<file path="src/rtl/muldiv_if.sv">
// ----------------------------------------------------------------------------
// muldiv_if
// Issue/result bundle between the execute stage and the multiply/divide unit.
//   i_start        issue strobe (sampled by the unit only while not busy)
//   i_op           0=MULT 1=MULTU 2=DIV 3=DIVU 4=MTHI 5=MTLO 6,7=no-op
//   i_op1, i_op2   rs / rt operands
//   o_busy         operation in flight, execute stage must stall
//   o_done         one-cycle pulse when HI/LO take a mul/div result
//   o_hi, o_lo     architectural HI/LO registers
//   o_div_by_zero  sticky flag from the last DIV/DIVU with a zero divisor
// master = execute stage, slave = muldiv_unit.
// ----------------------------------------------------------------------------
interface muldiv_if #(
    parameter int WIDTH = 32
);
    logic             i_start;
    logic [2:0]       i_op;
    logic [WIDTH-1:0] i_op1;
    logic [WIDTH-1:0] i_op2;
    logic             o_busy;
    logic             o_done;
    logic [WIDTH-1:0] o_hi;
    logic [WIDTH-1:0] o_lo;
    logic             o_div_by_zero;

    modport master (
        output i_start, i_op, i_op1, i_op2,
        input  o_busy, o_done, o_hi, o_lo, o_div_by_zero
    );

    modport slave (
        input  i_start, i_op, i_op1, i_op2,
        output o_busy, o_done, o_hi, o_lo, o_div_by_zero
    );
endinterface

</file>
<file path="src/rtl/muldiv_unit.sv">
// ----------------------------------------------------------------------------
// muldiv_unit
// Multi-cycle integer multiply/divide unit holding the HI/LO pair.
// Executes MULT, MULTU, DIV, DIVU (one bit per cycle, shift-add / restoring
// divide on magnitudes, then one sign fix-up cycle) and MTHI/MTLO (immediate).
// Ports:
//   i_clk    rising-edge clock
//   i_rst_n  asynchronous active-low reset
//   bus      muldiv_if.slave: issue strobe/op/operands in, busy/done/HI/LO/
//            divide-by-zero flag out
// ----------------------------------------------------------------------------
module muldiv_unit #(
    parameter int WIDTH = 32,
    parameter int CNT_W = 6
) (
    input  logic      i_clk,
    input  logic      i_rst_n,
    muldiv_if.slave   bus
);
    typedef enum logic [2:0] {
        ST_IDLE,
        ST_MUL,
        ST_DIV,
        ST_FIX,
        ST_DONE
    } state_t;

    localparam logic [CNT_W-1:0] LAST = CNT_W'(WIDTH);

    state_t             state_reg, state_next;
    logic [2*WIDTH-1:0] acc_reg;      // mul: {partial, multiplier}; div: {rem, quo}
    logic [WIDTH-1:0]   b_reg;        // multiplicand or divisor magnitude
    logic [WIDTH-1:0]   a_raw_reg;    // op1 as issued, for the divide-by-zero HI value
    logic [CNT_W-1:0]   cnt_reg;
    logic               is_div_reg;
    logic               neg_q_reg;    // operand signs differ
    logic               neg_r_reg;    // dividend negative
    logic [WIDTH-1:0]   hi_reg, lo_reg;
    logic               dbz_reg;

    logic               accept;
    logic               is_signed, s1, s2;
    logic [WIDTH-1:0]   abs1, abs2;
    logic [WIDTH:0]     mul_sum;
    logic [2*WIDTH-1:0] mul_next;
    logic [WIDTH:0]     div_sh;
    logic               div_ge;
    logic [WIDTH-1:0]   div_sub, div_rem;
    logic [2*WIDTH-1:0] div_next;
    logic [2*WIDTH-1:0] prod_fix;
    logic [WIDTH-1:0]   quo_fix, rem_fix;

    // DONE behaves like IDLE for issue so back-to-back operations lose no cycle.
    assign accept    = bus.i_start && (state_reg == ST_IDLE || state_reg == ST_DONE);
    assign is_signed = ~bus.i_op[0];
    assign s1        = is_signed & bus.i_op1[WIDTH-1];
    assign s2        = is_signed & bus.i_op2[WIDTH-1];
    assign abs1      = s1 ? -bus.i_op1 : bus.i_op1;
    assign abs2      = s2 ? -bus.i_op2 : bus.i_op2;

    // Shift-add step: add multiplicand into the upper half when the current
    // multiplier bit (LSB) is set, then shift the whole accumulator right.
    assign mul_sum  = {1'b0, acc_reg[2*WIDTH-1:WIDTH]} + {1'b0, (acc_reg[0] ? b_reg : '0)};
    assign mul_next = {mul_sum, acc_reg[WIDTH-1:1]};

    // Restoring divide step: shift next dividend bit into the remainder and
    // subtract the divisor when it fits. The remainder stays below the
    // divisor, so the shifted value never needs more than WIDTH+1 bits.
    assign div_sh   = {acc_reg[2*WIDTH-1:WIDTH], acc_reg[WIDTH-1]};
    assign div_ge   = (div_sh >= {1'b0, b_reg});
    assign div_sub  = div_sh[WIDTH-1:0] - b_reg;
    assign div_rem  = div_ge ? div_sub : div_sh[WIDTH-1:0];
    assign div_next = {div_rem, acc_reg[WIDTH-2:0], div_ge};

    assign prod_fix = neg_q_reg ? -acc_reg : acc_reg;
    assign quo_fix  = neg_q_reg ? -acc_reg[WIDTH-1:0] : acc_reg[WIDTH-1:0];
    assign rem_fix  = neg_r_reg ? -acc_reg[2*WIDTH-1:WIDTH] : acc_reg[2*WIDTH-1:WIDTH];

    always_ff @(posedge i_clk or negedge i_rst_n) begin
        if (!i_rst_n) begin
            state_reg <= ST_IDLE;
        end else begin
            state_reg <= state_next;
        end
    end

    always_comb begin
        state_next = state_reg;
        case (state_reg)
            ST_IDLE, ST_DONE: begin
                state_next = ST_IDLE;
                if (accept && !bus.i_op[2]) begin
                    state_next = bus.i_op[1] ? ST_DIV : ST_MUL;
                end
            end
            ST_MUL, ST_DIV: begin
                if (cnt_reg == LAST) begin
                    state_next = ST_FIX;
                end
            end
            ST_FIX:  state_next = ST_DONE;
            default: state_next = ST_IDLE;
        endcase
    end

    always_ff @(posedge i_clk or negedge i_rst_n) begin
        if (!i_rst_n) begin
            acc_reg    <= '0;
            b_reg      <= '0;
            a_raw_reg  <= '0;
            cnt_reg    <= '0;
            is_div_reg <= 1'b0;
            neg_q_reg  <= 1'b0;
            neg_r_reg  <= 1'b0;
            hi_reg     <= '0;
            lo_reg     <= '0;
            dbz_reg    <= 1'b0;
        end else begin
            case (state_reg)
                ST_IDLE, ST_DONE: begin
                    if (accept) begin
                        case (bus.i_op)
                            3'd4: hi_reg <= bus.i_op1;
                            3'd5: lo_reg <= bus.i_op1;
                            3'd0, 3'd1, 3'd2, 3'd3: begin
                                // Divide keeps the dividend in the low half;
                                // multiply keeps the multiplier there.
                                acc_reg    <= {{WIDTH{1'b0}}, (bus.i_op[1] ? abs1 : abs2)};
                                b_reg      <= bus.i_op[1] ? abs2 : abs1;
                                a_raw_reg  <= bus.i_op1;
                                cnt_reg    <= '0;
                                is_div_reg <= bus.i_op[1];
                                neg_q_reg  <= s1 ^ s2;
                                neg_r_reg  <= s1;
                                dbz_reg    <= 1'b0;
                            end
                            default: ;
                        endcase
                    end
                end
                ST_MUL: begin
                    if (cnt_reg != LAST) begin
                        acc_reg <= mul_next;
                        cnt_reg <= cnt_reg + 1'b1;
                    end
                end
                ST_DIV: begin
                    if (cnt_reg != LAST) begin
                        acc_reg <= div_next;
                        cnt_reg <= cnt_reg + 1'b1;
                    end
                end
                ST_FIX: begin
                    if (is_div_reg) begin
                        if (b_reg == '0) begin
                            hi_reg  <= a_raw_reg;
                            lo_reg  <= '1;
                            dbz_reg <= 1'b1;
                        end else begin
                            hi_reg <= rem_fix;
                            lo_reg <= quo_fix;
                        end
                    end else begin
                        {hi_reg, lo_reg} <= prod_fix;
                    end
                end
                default: ;
            endcase
        end
    end

    assign bus.o_busy        = (state_reg == ST_MUL) || (state_reg == ST_DIV) || (state_reg == ST_FIX);
    assign bus.o_done        = (state_reg == ST_DONE);
    assign bus.o_hi          = hi_reg;
    assign bus.o_lo          = lo_reg;
    assign bus.o_div_by_zero = dbz_reg;
endmodule
</file>
<file path="src/flat_wrapper.sv">
// flat-port wrapper written by rule: the top's interface ports become plain ports
module muldiv_unit_flat 
#(
    parameter int WIDTH = 32,
    parameter int CNT_W = 6
)
  (i_clk, i_rst_n, bus_i_start, bus_i_op, bus_i_op1, bus_i_op2, bus_o_busy, bus_o_done, bus_o_hi, bus_o_lo, bus_o_div_by_zero);
  muldiv_if #(.WIDTH(WIDTH)) bus_i ();
  input  logic i_clk;
  input  logic i_rst_n;
  input wire logic [$bits(bus_i.i_start)-1:0] bus_i_start;
  input wire logic [$bits(bus_i.i_op)-1:0] bus_i_op;
  input wire logic [$bits(bus_i.i_op1)-1:0] bus_i_op1;
  input wire logic [$bits(bus_i.i_op2)-1:0] bus_i_op2;
  output wire logic [$bits(bus_i.o_busy)-1:0] bus_o_busy;
  output wire logic [$bits(bus_i.o_done)-1:0] bus_o_done;
  output wire logic [$bits(bus_i.o_hi)-1:0] bus_o_hi;
  output wire logic [$bits(bus_i.o_lo)-1:0] bus_o_lo;
  output wire logic [$bits(bus_i.o_div_by_zero)-1:0] bus_o_div_by_zero;
  assign bus_i.i_start = bus_i_start;
  assign bus_i.i_op = bus_i_op;
  assign bus_i.i_op1 = bus_i_op1;
  assign bus_i.i_op2 = bus_i_op2;
  assign bus_o_busy = bus_i.o_busy;
  assign bus_o_done = bus_i.o_done;
  assign bus_o_hi = bus_i.o_hi;
  assign bus_o_lo = bus_i.o_lo;
  assign bus_o_div_by_zero = bus_i.o_div_by_zero;
  muldiv_unit #(.WIDTH(WIDTH), .CNT_W(CNT_W)) u_core (.i_clk(i_clk), .i_rst_n(i_rst_n), .bus(bus_i));
endmodule
</file>
<file path="config.mk">
export PLATFORM = sky130hd
export DESIGN_NAME = muldiv_unit_flat
export DESIGN_NICKNAME = d
export VERILOG_FILES = /design/src/rtl/muldiv_if.sv /design/src/rtl/muldiv_unit.sv /design/src/flat_wrapper.sv
export SDC_FILE = /design/constraint.sdc
export NUM_CORES = 1
export LEC_CHECK = 0
export ABC_AREA = 1
export BUFFER_PORTS_ARGS = -buffer_cell sky130_fd_sc_hd__buf_2
export CORE_MARGIN = 2
export CORE_UTILIZATION = 41
export CTS_BUF_LIST = sky130_fd_sc_hd__clkbuf_8
export DETAILED_ROUTE_END_ITERATION = 8
export GPL_ROUTABILITY_DRIVEN = 0
export SETUP_SLACK_MARGIN = 0.1
export SYNTH_ARGS = -nofsm -noshare
export SYNTH_HDL_FRONTEND = slang
export SYNTH_SLANG_ARGS = --single-unit
</file>
<file path="constraint.sdc">
create_clock -name i_clk -period 2.6 [get_ports i_clk]
set_clock_uncertainty 0.1 [all_clocks]
set_input_delay 0.39 -clock i_clk [delete_from_list [all_inputs] [get_ports i_clk]]
set_output_delay 0.39 -clock i_clk [all_outputs]
set_load 0.1 [all_outputs]
</file>
# --- Word level (Yosys, flattened, before mapping) ---
# Cells that the tools add are included.
totals:
  ff_bits: 205
  input_bits: 70
  out_inout_bits: 67
  word_cells: 103
classes:
  addsub: 8
  magnitude_cmp: 1
  n_eq_ne: 21
  mux: 37
  bitwise_logic: 4
  reduce_logical: 21
ops:
  columns: ["op", "n"]
  rows:
  - ["32-bit two-way mux", 16]
  - ["64-bit two-way mux", 5]
  - ["64-bit case mux with 3 select lines", 1]
  - ["32-bit negator", 4]
  - ["32-bit case mux with 2 select lines", 2]
  - ["64-bit negator", 1]
  - ["32-bit by 32-bit adder with 33-bit output", 1]
  - ["33-bit by 32-bit >= comparator with 1-bit output", 1]
  - ["32-bit logical NOT", 1]
  - ["32-bit subtractor", 1]
  - ["6-bit two-way mux", 3]
  - ["2-bit by 1-bit != test with 1-bit output, second input constant", 7]
  - ["3-bit by 2-bit equality test with 1-bit output, second input constant", 4]
  - ["6-bit case mux with 2 select lines", 1]
  - ["5-bit AND reduction", 2]
  - ["3-bit equality test, second input constant", 3]
  - ["3-bit case mux with 3 select lines", 1]
  - ["3-bit AND reduction", 3]
  - ["6-bit by 1-bit adder with 6-bit output, second input constant", 1]
  - ["3-bit by 1-bit equality test with 1-bit output, second input constant", 2]
  - ["6-bit equality test, second input constant", 1]
  - ["3-bit logical NOT", 2]
  - ["3-bit two-way mux", 2]
  - ["2-bit != test, second input constant", 3]
  - ["15 further kinds", 24]

# --- Depth between registers and ports, before layout ---
logic_depth:
  word_depth: 7
  mapped_depth: 21

# --- Worst setup path after synthesis ---
# Ideal clock, no wire load.
synth_timing:
  path_kind: "reg2reg"
  start: "register u_core.acc_reg[0]"
  end: "register u_core.acc_reg[53]"
  arrival_time_ns: 2.518
  required_ns: 2.383
  slack_ns: -0.135
  stages_incl_launch_ff: 22
  n_path_buf: 2
  synth_period_minus_slack_ns: 2.735
  path_cell_list: "dfrtp_1 -> buf_2 -> buf_1 -> nand2_1 -> inv_1 -> ha_1 -> inv_1 -> fa_1 -> inv_1 -> nand2_1 -> nand2_1 -> o21ai_0 -> o21ai_0 -> nand2_1 -> nand2_1 -> nand2_1 -> nand2_1 -> nand2_1 -> nand3_1 -> nand2_1 -> nand2_1 -> nand2_1"
synth_between:
  elab_chain_len: 4
synth_rtl:
  columns: ["item", "line", "source"]
  rows:
  - ["start: declaration", "muldiv_unit.sv:31", "logic [2*WIDTH-1:0] acc_reg;"]
  - ["start signal: assignment", "muldiv_unit.sv:128", "acc_reg <= {{WIDTH{1'b0}}, (bus.i_op[1] ? abs1 : abs2)};"]
  - ["start signal: assignment", "muldiv_unit.sv:143", "acc_reg <= mul_next;"]
  - ["start signal: assignment", "muldiv_unit.sv:149", "acc_reg <= div_next;"]
  - ["32-bit two-way mux", "muldiv_unit.sv:63", "assign mul_sum = {1'b0, acc_reg[2*WIDTH-1:WIDTH]} + {1'b0, (acc_reg[0] ? b_reg : '0)};"]
  - ["32-bit by 32-bit adder with 33-bit output", "muldiv_unit.sv:63", null]
  - ["64-bit two-way mux", "muldiv_unit.sv:142", "if (cnt_reg != LAST) begin"]
  - ["64-bit case mux with 3 select lines", "muldiv_unit.sv:119", "case (state_reg)"]
# Every way passes these cells. The select of a mux whose other input is x is not followed.
# A chain may end at the register's enable or synchronous reset.

# --- Final worst setup path ---
layout_timing:
  start: "register u_core.b_reg[13]"
  end: "register u_core.acc_reg[59]"
layout_between:
  elab_chain_len: 4
  word_cells_on_any_way: 8
  cone_classes: "add/sub: 2; order compare: 1; mux: 5"
layout_rtl:
  columns: ["item", "line", "source"]
  rows:
  - ["start: declaration", "muldiv_unit.sv:32", "logic [WIDTH-1:0] b_reg;"]
  - ["start signal: assignment", "muldiv_unit.sv:129", "b_reg <= bus.i_op[1] ? abs2 : abs1;"]
  - ["32-bit subtractor, or another cell as far along", "muldiv_unit.sv:71", "assign div_sub = div_sh[WIDTH-1:0] - b_reg;"]
  - ["32-bit two-way mux / 32-bit by 32-bit adder with 33-bit output (equally long branches)", "muldiv_unit.sv:72, muldiv_unit.sv:63", null]
  - ["64-bit two-way mux (on tied branches)", "muldiv_unit.sv:148, muldiv_unit.sv:142", null]
  - ["64-bit case mux with 3 select lines *", "muldiv_unit.sv:119", null]
# Every way passes the cells marked *; elsewhere a longest branch is shown, timed or not. The select of a mux whose other input is x is not followed.

==> results.sh <==
export IMPL_power_uw=43900
export IMPL_grt_pass1_vias=23700
export IMPL_timing_final_crit_share_pct=106
export IMPL_async_flop_share_pct=100
export IMPL_cts_tree="done"
export IMPL_remaining_drc_errors=0
export IMPL_cp_required_ns=3.01
export IMPL_grt_max_degree=68
export IMPL_grtUsageTotal_pct=37.5
export IMPL_crit_type="flip-flop to flip-flop"
export IMPL_synth_seq_area_share_pct=25.6
export IMPL_cts_root_buf="clkbuf_8"
export IMPL_leakage_uw=0.0139
export IMPL_clockBufferDepth=3
export IMPL_r2r_slack_ns=-0.16
export IMPL_worst_pin_slew_ns=0.802
export IMPL_synth_cells=3361
export IMPL_rsz0062_at_grt="true"
export IMPL_crit_path_end_kind="flip-flop"
export IMPL_ff_latch_area_mm2=0.00515
export IMPL_crit_path_max_fanout=4
export IMPL_syn_area_mm2=0.0200
export IMPL_largest_reg_flops=64
export IMPL_report_final_slew_viol_count=0
export IMPL_synthesis_nets=3503
export IMPL_power_frac_clock_pct=7.8
export IMPL_grt_pass1_wl_um=143000
export IMPL_antenna_left=0
export IMPL_fillers=4786
export IMPL_pre_cts_ws_ns=-0.182
export IMPL_p_comb_share_pct=78.1
export IMPL_routedWlPerCell_um=22.3
export IMPL_synth_edf_count=0
export IMPL_diodes=0
export IMPL_place_area_mm2=0.0239
export IMPL_critPathLaunch="u_core.b_reg[13]"
export IMPL_power_density_mw_per_mm2=1610
export IMPL_antenna_found_initial=2
export IMPL_drt_total_wl_um=100000
export IMPL_slew_headroom_pct=46.4
export IMPL_start_util_pct=41.3
export IMPL_worst_slack_ns=-0.157
export IMPL_hold_violations=0
export IMPL_core_area_mm2=0.0485
export IMPL_sequentialPowerShare_pct=14.0
export IMPL_num_rows=81
export IMPL_dieArea_mm2=0.0507
export IMPL_portBuffers=136
export IMPL_rr_startpoint="u_core.b_reg[13]"
export IMPL_status="finished, violations left"
export IMPL_synth_ff_type="dfrtp_1"
export IMPL_violations="negative setup slack"
export IMPL_fp_dieH_um=225
export IMPL_place_inst=4360
export IMPL_post_route_min_period_ns=2.76
export IMPL_clkTransAtPathRegs_ns=0.06
export IMPL_yosysWarnings=0
export IMPL_arrival_ns=3.17
export IMPL_sw_frac_of_total_pct=58.0
export IMPL_ir_drop_mv=1.21
export IMPL_timing_rr_end="u_core.acc_reg[59]"
export IMPL_cts_buffers=39
export IMPL_multi_input_area_mm2=0.0146
export IMPL_critPathCapture="u_core.acc_reg[59]"
export IMPL_layout_nets=3995
export IMPL_synth_cell_types=50
export IMPL_first_pass_iters=9
export IMPL_ff2ff_path_depth=16
export IMPL_drive_above_1_share_pct=26.8
export IMPL_drv_cap=0
export IMPL_min_path_type="input port to flip-flop"
export IMPL_setup_viol=22
export IMPL_switchingPower_uw=25500
export IMPL_timing_fmax_ghz=0.363
export IMPL_p_int_uw=18400
export IMPL_viasPerCell=5.76
export IMPL_syn_to_final_growth_pct=36.2
export IMPL_clock_sinks=205
export IMPL_drt_initial_drc_count=3367
export IMPL_ys_seq_elements=205
export IMPL_fin_area_mm2=0.0273
export IMPL_vias=25900
export IMPL_die_w_um=225
export IMPL_clk_insertion_delay_late_ns=0.63
export IMPL_fin_cells=4500
export IMPL_h_tree_depth=2
export IMPL_post_dp_hpwl_um=76400
export IMPL_syn_avg_cell_area_um2=5.96
export IMPL_grt_overflow_total=0
export IMPL_io_pin_count=137
export IMPL_cp_start_kind="flip-flop"
-- power by group through the flow --
stage          sequential, uW  clock [uW]  combinational [uW]
2_1_floorplan            9230           0               14100
3_3_place_gp             6070           0               28100
3_5_place_dp             6070           0               28100
4_1_cts                  6060        3450               29500
5_1_grt                  6260        3590               36300
6_report                 6170        3440               34300
-- logic make-up after synthesis --
| kind of cell | count (synthesis) | share of synthesized area, % |
|---|---|---|
| and+or+nand+nor | 1894 | 39.6 |
| adders and majority gates | 72 | 4.57 |
| xor gates and xnor gates | 94 | 4.11 |
| buffers and inverters | 567 | 10.9 |
| AOI/OAI and AO/OA | 529 | 15.2 |
| DFF | 205 | 25.6 |
-- placed cells by master (no fill, tap or decap), types with 15 or more instances in the layout --
| cell type | count |
|---|---|
| o221ai_1 | 23 |
| nor3_1 | 31 |
| a21oi_1 | 129 |
| nor2_2 | 51 |
| nand4_1 | 54 |
| o21ai_1 | 45 |
| buf_4 | 391 |
| a221oi_1 | 25 |
| o211ai_1 | 37 |
| nand2_2 | 68 |
| nor2_1 | 253 |
| nand2_4 | 16 |
| o21ai_0 | 156 |
| a22oi_1 | 18 |
| buf_6 | 16 |
| nand2_1 | 1022 |
| dfrtp_1 | 190 |
| nand3_1 | 285 |
| nand3_2 | 41 |
| ha_4 | 58 |
| a21oi_2 | 42 |
| xor2_1 | 71 |
| inv_1 | 409 |
| nor2_4 | 24 |
| clkbuf_8 | 51 |
| inv_2 | 45 |
| xnor2_1 | 21 |
| buf_2 | 136 |
| dfrtp_2 | 15 |
-- critical path: stages, from the launching register on --
cell and delay [ns]:
dfrtp_2 0.45, inv_1 0.15, ha_4 0.25, nand2_1 0.15, inv_1 0.06, nand2_1 0.07, nand2_1 0.09, nand2_1 0.09
nand2_1 0.07, a21oi_1 0.63, nand3_1 0.14, nand2_1 0.17, nand2_4 0.06, nand3_2 0.06, nand2_1 0.05, nand2_1 0.05
nand2_1 0.05
-- what timing repair did --
action / in CTS / in global routing
gates resized for setup: 149 / 344
endpoints found under the hold margin: 56 / 0
gates cloned: 1 / 6
hold buffers: 7 / 0
setup endpoints to repair: 39 / 100
buffers inserted: 16 / 44
pin swaps: 17 / 70
-- final cells by class --
| class | count | share of cell area [%] |
|---|---|---|
| Multi-Input combinational cell | 2590 | 53.6 |
| Sequential cell | 205 | 18.9 |
| Timing Repair Buffer | 568 | 15.5 |
| Inverter | 449 | 6.21 |
| Tap cell | 622 | 2.85 |
| Clock buffer | 51 | 2.57 |
| Clock inverter | 15 | 0.357 |
-- synthesized netlist by cell type (2+ instances only) --
| master | number | share of area (%) |
|---|---|---|
| a31oi_1 | 3 | 0.094 |
| or2_2 | 8 | 0.25 |
| o21ai_0 | 195 | 4.9 |
| nor2_2 | 12 | 0.37 |
| o221ai_1 | 23 | 1.0 |
| o22ai_1 | 6 | 0.19 |
| and2_1 | 9 | 0.28 |
| o211ai_1 | 37 | 1.4 |
| nand3_1 | 326 | 8.1 |
| dfrtp_1 | 205 | 26 |
| clkinv_1 | 2 | 0.037 |
| nor3_1 | 39 | 0.97 |
| nand2_1 | 1104 | 21 |
| nand4_1 | 54 | 1.7 |
| inv_1 | 433 | 8.1 |
| buf_2 | 43 | 1.1 |
| nand2_2 | 2 | 0.062 |
| o31ai_1 | 3 | 0.11 |
| and3_1 | 2 | 0.062 |
| nor3_4 | 2 | 0.16 |
| clkbuf_1 | 62 | 1.2 |
| xor2_1 | 72 | 3.1 |
| nor2_4 | 3 | 0.17 |
| a21o_1 | 6 | 0.22 |
| buf_4 | 2 | 0.075 |
| a22oi_1 | 19 | 0.71 |
| ha_1 | 70 | 4.4 |
| o21a_1 | 4 | 0.15 |
| buf_1 | 11 | 0.21 |
| o21bai_1 | 4 | 0.15 |
| inv_2 | 14 | 0.26 |
| a21oi_1 | 175 | 4.4 |
| nand3b_1 | 11 | 0.41 |
| xnor2_1 | 22 | 0.96 |
| nor2_1 | 313 | 5.9 |
| o21ai_1 | 21 | 0.52 |
| fa_1 | 2 | 0.20 |
| nor4_1 | 3 | 0.094 |
| a211o_1 | 2 | 0.087 |
| nand3_2 | 3 | 0.15 |
| a221oi_1 | 25 | 1.1 |
-- through the flow --
stage                     setup TNS [ns]  hold slack, ns  util (%)
after floorplan                        0        -0.00559         -
after global placement             -2.58           0.261      49.2
after detailed placement           -2.52           0.261      49.2
after CTS                              0         0.00140      52.5
after global routing               -2.47          0.0515      56.2
final                              -1.26          0.0281      56.2
-- worst min path at each step --
| stage | start | end | depth (start not counted) |
|---|---|---|---|
| final | bus_i_op1[1] | u_core.bus.o_lo[1] | 3 |
| after global routing | bus_i_op1[1] | u_core.bus.o_lo[1] | 3 |
| after CTS | bus_i_op1[10] | u_core.bus.o_lo[10] | 3 |
| after detailed placement | i_rst_n | u_core.bus.o_lo[13] | 1 |
| after global placement | i_rst_n | u_core.bus.o_lo[13] | 1 |
| after floorplan | i_rst_n | u_core.a_raw_reg[0] | 0 |
-- metal layers --
metal	track usage (%)	share of wire, %	vias up
met5	0	0	-
met4	25.6	8.2	0
met3	7.54	11	405
met2	55.8	42	1577
met1	48.9	39	12000
li1	-	-	11900
No activity file was read; power rests on OpenSTA's default activity.
